===== config.mk =====
export PLATFORM = sky130hd
export DESIGN_NAME = knn_topk_collector_flat
export DESIGN_NICKNAME = d
export VERILOG_FILES = /design/src/rtl/knn_topk_collector_if.sv /design/src/rtl/knn_topk_collector.sv /design/src/flat_wrapper.sv
export SDC_FILE = /design/constraint.sdc
export NUM_CORES = 1
export LEC_CHECK = 0
export ABC_AREA = 1
export CAP_MARGIN = 20
export CELL_PAD_IN_SITES_DETAIL_PLACEMENT = 2
export CELL_PAD_IN_SITES_GLOBAL_PLACEMENT = 2
export CORE_MARGIN = 5
export CORE_UTILIZATION = 32
export CTS_BUF_LIST = sky130_fd_sc_hd__clkbuf_2 sky130_fd_sc_hd__clkbuf_4 sky130_fd_sc_hd__clkbuf_8
export DETAILED_ROUTE_END_ITERATION = 8
export PLACE_DENSITY = 0.95
export SETUP_SLACK_MARGIN = 0.02
export SLEW_MARGIN = 25
export SYNTH_ARGS = -nofsm -noshare
export SYNTH_HDL_FRONTEND = slang
export SYNTH_SLANG_ARGS = --single-unit

===== constraint.sdc =====
create_clock -name clk -period 7.69 [get_ports clk]
set_input_delay 1.538 -clock clk [delete_from_list [all_inputs] [get_ports clk]]
set_output_delay 1.538 -clock clk [all_outputs]
set_load 0.005 [all_outputs]

===== src/rtl/knn_topk_collector_if.sv =====
// Handshake and data bundle between the L2 distance kernel, the top-K
// collector and the result writer.
// Optional macro: KNN_LEAF_TAG_EN adds the out_leaf result field.
interface knn_topk_collector_if #(
   parameter int DIST_WIDTH = 25,
   parameter int IDX_WIDTH  = 9,
   parameter int LEAF_SIZE  = 8,
   parameter int K          = 4,
   parameter int LEAF_ADDRW = 6
);
   logic                            in_valid;
   logic                            in_ready;
   logic                            query_first;
   logic                            query_last;
   logic [LEAF_ADDRW-1:0]           leaf_idx;
   logic [LEAF_SIZE*DIST_WIDTH-1:0] cand_dist;
   logic [LEAF_SIZE*IDX_WIDTH-1:0]  cand_idx;
   logic                            out_valid;
   logic                            out_ready;
   logic [K*DIST_WIDTH-1:0]         out_dist;
   logic [K*IDX_WIDTH-1:0]          out_idx;
`ifdef KNN_LEAF_TAG_EN
   logic [K*LEAF_ADDRW-1:0]         out_leaf;
`endif

   // Kernel / result-writer side (drives beats, accepts results).
   modport master (
      output in_valid, query_first, query_last, leaf_idx, cand_dist, cand_idx, out_ready,
      input  in_ready, out_valid, out_dist, out_idx
`ifdef KNN_LEAF_TAG_EN
      , input out_leaf
`endif
   );

   // Collector side.
   modport slave (
      input  in_valid, query_first, query_last, leaf_idx, cand_dist, cand_idx, out_ready,
      output in_ready, out_valid, out_dist, out_idx
`ifdef KNN_LEAF_TAG_EN
      , output out_leaf
`endif
   );
endinterface


===== src/rtl/knn_topk_collector.sv =====
// Top-K nearest-neighbour collector: merges eight-wide distance beats into
// a sorted list of the K smallest distances, one candidate per cycle, and
// presents the list to the result writer on the last beat of a query.
// Optional macro: KNN_LEAF_TAG_EN stores and reports the leaf of each entry.
module knn_topk_collector #(
   parameter int DIST_WIDTH = 25,
   parameter int IDX_WIDTH  = 9,
   parameter int LEAF_SIZE  = 8,
   parameter int K          = 4,
   parameter int LEAF_ADDRW = 6
) (
   input  logic                   clk,
   input  logic                   rst,
   knn_topk_collector_if.slave    bus
);
   localparam int CNTW = (LEAF_SIZE > 1) ? $clog2(LEAF_SIZE) : 1;
   localparam logic [CNTW-1:0]       CNT_LAST = CNTW'(LEAF_SIZE - 1);
   localparam logic [DIST_WIDTH-1:0] DIST_MAX = {DIST_WIDTH{1'b1}};

   typedef enum logic [1:0] {ST_IDLE = 2'd0, ST_INSERT = 2'd1, ST_OUTPUT = 2'd2} state_t;

   state_t                          state_r, state_n_s;
   logic                            in_ready_r, out_valid_r;
   logic [CNTW-1:0]                 cnt_r;
   logic [LEAF_SIZE*DIST_WIDTH-1:0] beat_dist_r;
   logic [LEAF_SIZE*IDX_WIDTH-1:0]  beat_idx_r;
   logic                            beat_last_r;
   logic [DIST_WIDTH-1:0]           list_dist_r [K];
   logic [IDX_WIDTH-1:0]            list_idx_r  [K];
   logic [DIST_WIDTH-1:0]           ins_dist_s  [K];
   logic [IDX_WIDTH-1:0]            ins_idx_s   [K];
   logic [DIST_WIDTH-1:0]           cur_dist_s;
   logic [IDX_WIDTH-1:0]            cur_idx_s;
   logic [K-1:0]                    lt_s;
   logic                            accept_s, insert_s, clear_s;
`ifdef KNN_LEAF_TAG_EN
   logic [LEAF_ADDRW-1:0]           beat_leaf_r;
   logic [LEAF_ADDRW-1:0]           list_leaf_r [K];
   logic [LEAF_ADDRW-1:0]           ins_leaf_s  [K];
`endif

   // Handshake decode: beat acceptance, insertion phase and list clear.
   always_comb begin
      accept_s = in_ready_r & bus.in_valid;
      insert_s = (state_r == ST_INSERT);
      clear_s  = (accept_s & bus.query_first) |
                 ((state_r == ST_OUTPUT) & bus.out_ready);
   end

   // Next-state logic for the accept / insert / output sequence.
   always_comb begin
      state_n_s = state_r;
      case (state_r)
         ST_IDLE: begin
            if (accept_s) state_n_s = ST_INSERT;
            else          state_n_s = ST_IDLE;
         end
         ST_INSERT: begin
            if (cnt_r == CNT_LAST) state_n_s = beat_last_r ? ST_OUTPUT : ST_IDLE;
            else                   state_n_s = ST_INSERT;
         end
         ST_OUTPUT: begin
            if (bus.out_ready) state_n_s = ST_IDLE;
            else               state_n_s = ST_OUTPUT;
         end
         default: state_n_s = ST_IDLE;
      endcase
   end

   // Select the current candidate and compute the shifted list with it inserted.
   // The list is ascending, so lt_s is a thermometer: the first set bit is
   // the insertion rank, ranks above it take their upper neighbour.
   always_comb begin
      cur_dist_s = beat_dist_r[int'(cnt_r)*DIST_WIDTH +: DIST_WIDTH];
      cur_idx_s  = beat_idx_r[int'(cnt_r)*IDX_WIDTH +: IDX_WIDTH];
      for (int r = 0; r < K; r++) begin
         lt_s[r]       = (cur_dist_s < list_dist_r[r]);
         ins_dist_s[r] = list_dist_r[r];
         ins_idx_s[r]  = list_idx_r[r];
`ifdef KNN_LEAF_TAG_EN
         ins_leaf_s[r] = list_leaf_r[r];
`endif
      end
      if (lt_s[0]) begin
         ins_dist_s[0] = cur_dist_s;
         ins_idx_s[0]  = cur_idx_s;
`ifdef KNN_LEAF_TAG_EN
         ins_leaf_s[0] = beat_leaf_r;
`endif
      end else begin
         ins_dist_s[0] = list_dist_r[0];
      end
      for (int r = 1; r < K; r++) begin
         if (lt_s[r] && lt_s[r-1]) begin
            ins_dist_s[r] = list_dist_r[r-1];
            ins_idx_s[r]  = list_idx_r[r-1];
`ifdef KNN_LEAF_TAG_EN
            ins_leaf_s[r] = list_leaf_r[r-1];
`endif
         end else if (lt_s[r]) begin
            ins_dist_s[r] = cur_dist_s;
            ins_idx_s[r]  = cur_idx_s;
`ifdef KNN_LEAF_TAG_EN
            ins_leaf_s[r] = beat_leaf_r;
`endif
         end else begin
            ins_dist_s[r] = list_dist_r[r];
         end
      end
   end

   // State register, registered handshake flags and candidate counter.
   always_ff @(posedge clk) begin
      if (rst) begin
         state_r     <= ST_IDLE;
         in_ready_r  <= 1'b1;
         out_valid_r <= 1'b0;
         cnt_r       <= '0;
      end else begin
         state_r     <= state_n_s;
         in_ready_r  <= (state_n_s == ST_IDLE);
         out_valid_r <= (state_n_s == ST_OUTPUT);
         if (accept_s)      cnt_r <= '0;
         else if (insert_s) cnt_r <= cnt_r + CNTW'(1);
      end
   end

   // Latch the accepted beat for the insertion phase.
   always_ff @(posedge clk) begin
      if (rst) begin
         beat_dist_r <= '0;
         beat_idx_r  <= '0;
         beat_last_r <= 1'b0;
`ifdef KNN_LEAF_TAG_EN
         beat_leaf_r <= '0;
`endif
      end else if (accept_s) begin
         beat_dist_r <= bus.cand_dist;
         beat_idx_r  <= bus.cand_idx;
         beat_last_r <= bus.query_last;
`ifdef KNN_LEAF_TAG_EN
         beat_leaf_r <= bus.leaf_idx;
`endif
      end
   end

   // Sorted list: clear on reset/new query/result handshake, else insert.
   always_ff @(posedge clk) begin
      for (int r = 0; r < K; r++) begin
         if (rst || clear_s) begin
            list_dist_r[r] <= DIST_MAX;
            list_idx_r[r]  <= '0;
`ifdef KNN_LEAF_TAG_EN
            list_leaf_r[r] <= '0;
`endif
         end else if (insert_s) begin
            list_dist_r[r] <= ins_dist_s[r];
            list_idx_r[r]  <= ins_idx_s[r];
`ifdef KNN_LEAF_TAG_EN
            list_leaf_r[r] <= ins_leaf_s[r];
`endif
         end
      end
   end

   assign bus.in_ready  = in_ready_r;
   assign bus.out_valid = out_valid_r;

   for (genvar r = 0; r < K; r++) begin : g_out
      assign bus.out_dist[r*DIST_WIDTH +: DIST_WIDTH] = list_dist_r[r];
      assign bus.out_idx[r*IDX_WIDTH +: IDX_WIDTH]    = list_idx_r[r];
`ifdef KNN_LEAF_TAG_EN
      assign bus.out_leaf[r*LEAF_ADDRW +: LEAF_ADDRW] = list_leaf_r[r];
`endif
   end
endmodule


===== src/flat_wrapper.sv =====
// flat-port wrapper written by rule: the top's interface ports become plain ports
module knn_topk_collector_flat 
#(
   parameter int DIST_WIDTH = 25,
   parameter int IDX_WIDTH  = 9,
   parameter int LEAF_SIZE  = 8,
   parameter int K          = 4,
   parameter int LEAF_ADDRW = 6
)
  (clk, rst, bus_in_valid, bus_query_first, bus_query_last, bus_leaf_idx, bus_cand_dist, bus_cand_idx, bus_out_ready, bus_in_ready, bus_out_valid, bus_out_dist, bus_out_idx);
  knn_topk_collector_if #(.DIST_WIDTH(DIST_WIDTH), .IDX_WIDTH(IDX_WIDTH), .LEAF_SIZE(LEAF_SIZE), .K(K), .LEAF_ADDRW(LEAF_ADDRW)) bus_i ();
  input  logic clk;
  input  logic rst;
  input wire logic [$bits(bus_i.in_valid)-1:0] bus_in_valid;
  input wire logic [$bits(bus_i.query_first)-1:0] bus_query_first;
  input wire logic [$bits(bus_i.query_last)-1:0] bus_query_last;
  input wire logic [$bits(bus_i.leaf_idx)-1:0] bus_leaf_idx;
  input wire logic [$bits(bus_i.cand_dist)-1:0] bus_cand_dist;
  input wire logic [$bits(bus_i.cand_idx)-1:0] bus_cand_idx;
  input wire logic [$bits(bus_i.out_ready)-1:0] bus_out_ready;
  output wire logic [$bits(bus_i.in_ready)-1:0] bus_in_ready;
  output wire logic [$bits(bus_i.out_valid)-1:0] bus_out_valid;
  output wire logic [$bits(bus_i.out_dist)-1:0] bus_out_dist;
  output wire logic [$bits(bus_i.out_idx)-1:0] bus_out_idx;
  assign bus_i.in_valid = bus_in_valid;
  assign bus_i.query_first = bus_query_first;
  assign bus_i.query_last = bus_query_last;
  assign bus_i.leaf_idx = bus_leaf_idx;
  assign bus_i.cand_dist = bus_cand_dist;
  assign bus_i.cand_idx = bus_cand_idx;
  assign bus_i.out_ready = bus_out_ready;
  assign bus_in_ready = bus_i.in_ready;
  assign bus_out_valid = bus_i.out_valid;
  assign bus_out_dist = bus_i.out_dist;
  assign bus_out_idx = bus_i.out_idx;
  knn_topk_collector #(.DIST_WIDTH(DIST_WIDTH), .IDX_WIDTH(IDX_WIDTH), .LEAF_SIZE(LEAF_SIZE), .K(K), .LEAF_ADDRW(LEAF_ADDRW)) u_core (.clk(clk), .rst(rst), .bus(bus_i));
endmodule

# After elaboration in Yosys (flattened, before gate mapping)
# Memories as Yosys holds them, arrays and structs flattened.
# Index checks and enable logic that the tools add are counted.
[op_classes] addsub=1 n_mul=2 n_lt_le_gt_ge=4 eq_ne=4 n_shift=2 n_mux=32 bitwise=12 reduce_logical=7
[ops] op="25-bit two-way mux" n=11
[ops] op="200-bit by 32-bit variable part select with 25-bit output" n=1
[ops] op="25-bit < comparator" n=4
[ops] op="9-bit two-way mux" n=11
[ops] op="72-bit by 32-bit variable part select with 9-bit output" n=1
[ops] op="1-bit OR" n=9
[ops] op="3-bit by 5-bit multiplier with 8-bit output, second input constant" n=1
[ops] op="3-bit by 4-bit multiplier with 7-bit output, second input constant" n=1
[ops] op="1-bit two-way mux" n=6
[ops] op="2-bit two-way mux" n=3
[ops] op="2-bit one-hot mux with 3 select lines" n=1
[ops] op="2-bit == test, second input constant" n=2
[ops] op="2-bit logical NOT" n=2
[ops] op="3-bit by 1-bit adder with 3-bit output, second input constant" n=1
[ops] op="1-bit AND" n=3
[ops] op="3-bit == test, second input constant" n=1
[ops] op="1-bit logical AND" n=3
[ops] op="2-bit by 1-bit == test with 1-bit output, second input constant" n=1
[ops] op="2-bit OR reduction" n=1
[ops] op="1-bit logical OR" n=1
[totals] register_bits=280 mem_bits_rw=136 output_inout_bits=138 memories=2
[memory_table] name="u_core.list_dist_r" words=4 word_bits=25 read_ports=4 rd_ports_with_merged_regs=0 wr=4 line_no="knn_topk_collector.sv:28" source="logic [DIST_WIDTH-1:0] list_dist_r [K];"
[memory_table] name="u_core.list_idx_r" words=4 word_bits=9 read_ports=4 rd_ports_with_merged_regs=0 wr=4 line_no="knn_topk_collector.sv:29" source="logic [IDX_WIDTH-1:0] list_idx_r [K];"

# Longest topological paths before layout
[depth] ltp_word=7 ltp_mapped=22 ltp_nobuf=17

# Worst setup path before layout
# No wires, ideal clock.
[synth_path] path_kind="register to register" startpoint="reg, netlist name u_core.cnt_r[0]" endpoint="mem u_core.list_dist_r[2][0] (enable)" setup_time_ns=0.472 arrival_time_ns=4.808 setup_slack_ns=2.409 path_stages_with_launch=19 n_path_buf=4 synth_period_minus_slack_ns=5.281 cell_sequence="dfxtp_1 > buf_4 > buf_4 > buf_2 > clkbuf_1 > nor2_1 > o22ai_1 > nand2_1 > nand2_1 > ha_1 > a21oi_1 > o21ai_0 > nand2_1 > nand2_1 > nand3_1 > nand2_1 > inv_1 > nand2_2 > o21ai_0"
[synth_rtl] item="to (decl)" line_no="knn_topk_collector.sv:28"

==> reports/summary.txt <==
Status: complete, no violations
Final WS setup: 2212 ps
Via count: 20820
Average size of a mapped cell: 7.574 um2
Sequential-to-total area share from yosys stat: 0.4811
Wire per inst: 24.53 um
Vias per cell: 5.311
GPL Wtd Cong: 0.8525
Setup repair after global routing missed its margin: false
Setup Total Neg Slack: 0 ps
Critical path class: flop to flop
Vias in the first global route: 23000
Peak Freq: 182.6 MHz
First-pass GRT wire length: 139000 um
Largest net degree at the start of global routing: 169
Worst Hold Class: flop to flop
Yosys reg bits: 416
Design Power: 5872 uW
Final Hold Vio Count: 0
Power Dens Cells: 220.6 nW/um2
Syn Nets: 3041
# DRC: 0
CTS Hold Buffers Added: 0
Reg-to-reg setup timing slack: 2210 ps
IO Count: 422
GR Overflow Total: 0
Initial DRC count: 1172
TritonRoute pass-1 iters: 5
Cell Area, Synth: 20140 um2
DIE AREA: 68050 um2
Reg2Reg Depth: 15
R2R Path Start: u_core.cnt_r[0]
CTS tree: done
DIE WIDTH: 260.9 um
VDD IR max: 0.0001036 V
Post-cts sizing count: 0
Ranking of synthesized cells by area: dfxtp_1 28%, edfxtp_1 20%, nor2_1 13%, o21ai_0 11%, nand2_1 6.9%
Yosys top cell area share: 0.2783
Worst skew pair latency: 680 ps
Initial core utilization: 0.3210
# setup viols final: 0
Syn-to-layout area delta: 32.16%
Max Root-Sink Buffers: 3
CP max FO: 57
Core footprint: 62740 um2
Most frequent cells in the layout: 709 x nor2_1, 423 x o21ai_0, 415 x clkdlybuf4s50_1, 371 x nand2_1, 277 x dfxtp_1
Post-Route Skew: 45.49 ps
Data required, critical path: 8070 ps
Critical path data arrival time: 5860 ps
IO buf count: 415
Htree depth: 3
Fin crit share: 0.7123
Commonest non-fill, non-tap cell in the layout: nor2_1
Leakage power: 0.01154 uW
Crit path time final: 5478 ps
Post-synthesis cell count: 2659
Cell Rows: 92
Netlist cell types: 31
Crit end category: flop
Cell taking the most area after synthesis: dfxtp_1
CP Launch Point: u_core.cnt_r[0]
DIE HEIGHT: 260.9 um
GR Util All Layers: 0.2642
Number of post-CTS setup repair buffers: 0
Root Driver: clkbuf_8
Initial antenna violation count: 20
Number of routed nets with antenna violations: 0
CTS sink cnt: 416
Share of layout cells above drive strength 1: 0.05817
TritonCTS Buffers: 77
Nets: 3383
Post-Place Worst Slack: 2395 ps
Worst Tran Pin Value: 1074 ps
Final Slew Violations: 0
Final wirelength: 96150 um
Synth Warn #: 0
Crit path to: u_core.list_idx_r[2][4]
Max-Cap Viols: 0
Critical path startpoint category: flop
Reg clk slew, reported paths: 60 ps
Post-DP HPWL: 66980 um
Final Util: 0.4243
Worst R2R End: u_core.list_idx_r[2][4]
Rel. slew slack: 0.2838
## how the worst min path moves through the flow
stage | end | slack [ps] | depth (start not counted) | start
after floorplan | u_core.beat_dist_r[125] | 430 | 2 | u_core.beat_dist_r[125]
after global placement | u_core.beat_dist_r[150] | 440 | 2 | u_core.beat_dist_r[150]
after detailed placement | u_core.beat_dist_r[175] | 460 | 2 | u_core.beat_dist_r[175]
after CTS | u_core.beat_idx_r[53] | 460 | 2 | u_core.beat_idx_r[53]
after global routing | u_core.beat_dist_r[175] | 480 | 2 | u_core.beat_dist_r[175]
final | u_core.beat_dist_r[175] | 460 | 2 | u_core.beat_dist_r[175]
## sequential cells by signal (all words and copies together), names as in the netlist
| register | flops |
|---|---|
| u_core.list_idx_r | 36 |
| u_core.cnt_r | 3 |
| u_core.state_r | 2 |
| u_core.bus.in_ready | 1 |
| u_core.beat_dist_r | 200 |
| u_core.beat_last_r | 1 |
| u_core.beat_idx_r | 72 |
| u_core.bus.out_valid | 1 |
| u_core.list_dist_r | 100 |
## worst max-delay path, cell delays in order, from the launching register on
cell and delay, ps:
dfxtp_4 510, inv_4 540, buf_4 540, o21ai_0 200, o22ai_1 500, nand2_1 170, nand2_1 360, ha_1 360
a21oi_1 190, o21ai_0 100, a21oi_1 220, nand2_1 200, a21oi_4 270, nand2_2 550, nor2_1 330, nor2_1 90
## per-layer routing
layer / up-vias / track usage / wire length (um)
met1: 10400 / 0.3118 / 38110
met4: 8 / 0.1220 / 4423
li1: 9476 / - / -
met5: - / 0 / 53
met2: 698 / 0.4650 / 48280
met3: 238 / 0.04934 / 5286
## metrics by stage
step                      std cells  hold slack (ps)  instance area, um2
after CTS                      3902            463.7               26460
after floorplan                2659            429.2               20140
after global placement         3763            440.0               24840
after global routing           3918            482.1               26610
after detailed placement       3764            455.5               24870
final                          3920            459.3               26620
## kinds of logic (layout without fill, tap and decap cells)
group	Yosys count	after routing	share of synthesized area
buffers and inverters	325	726	0.06424
other	0	14	0
and+or+nand+nor	1225	1225	0.2396
DFF	416	416	0.4811
adders and majority gates	98	98	0.06088
AOI/OAI and AO/OA	595	595	0.1541
## power by group
part           leakage [uW]  switching (uW)  internal [uW]  total [uW]
Clock              0.000847            1020           1250        2270
Combinational       0.00723             681            387        1070
Sequential          0.00346             109           2430        2540
Total                0.0115            1810           4070        5870
## synthesized netlist by cell type (all sizes together)
library cell  number
nand4              4
a31oi              2
nor4               1
clkbuf           136
nand3b             5
a2111oi            1
o22ai             56
o21ai            437
nor3               4
nor2             713
a211oi             2
edfxtp           136
buf               36
nand3            122
ha                98
inv              152
nand2            376
o211ai             5
a21oi             91
dfxtp            280
clkinv             1
o21a               1
## cell type report
class	count	area [um2]
Fill cell	6992	36120
Antenna cell	14	35.03
Inverter	153	591.8
Sequential cell	416	9696
Clock inverter	21	131.4
Timing Repair Buffer	435	4420
Clock buffer	117	1466
Multi-Input combinational cell	1918	9216
Tap cell	846	1059
Note: power is estimated with default switching activity, not from simulation.
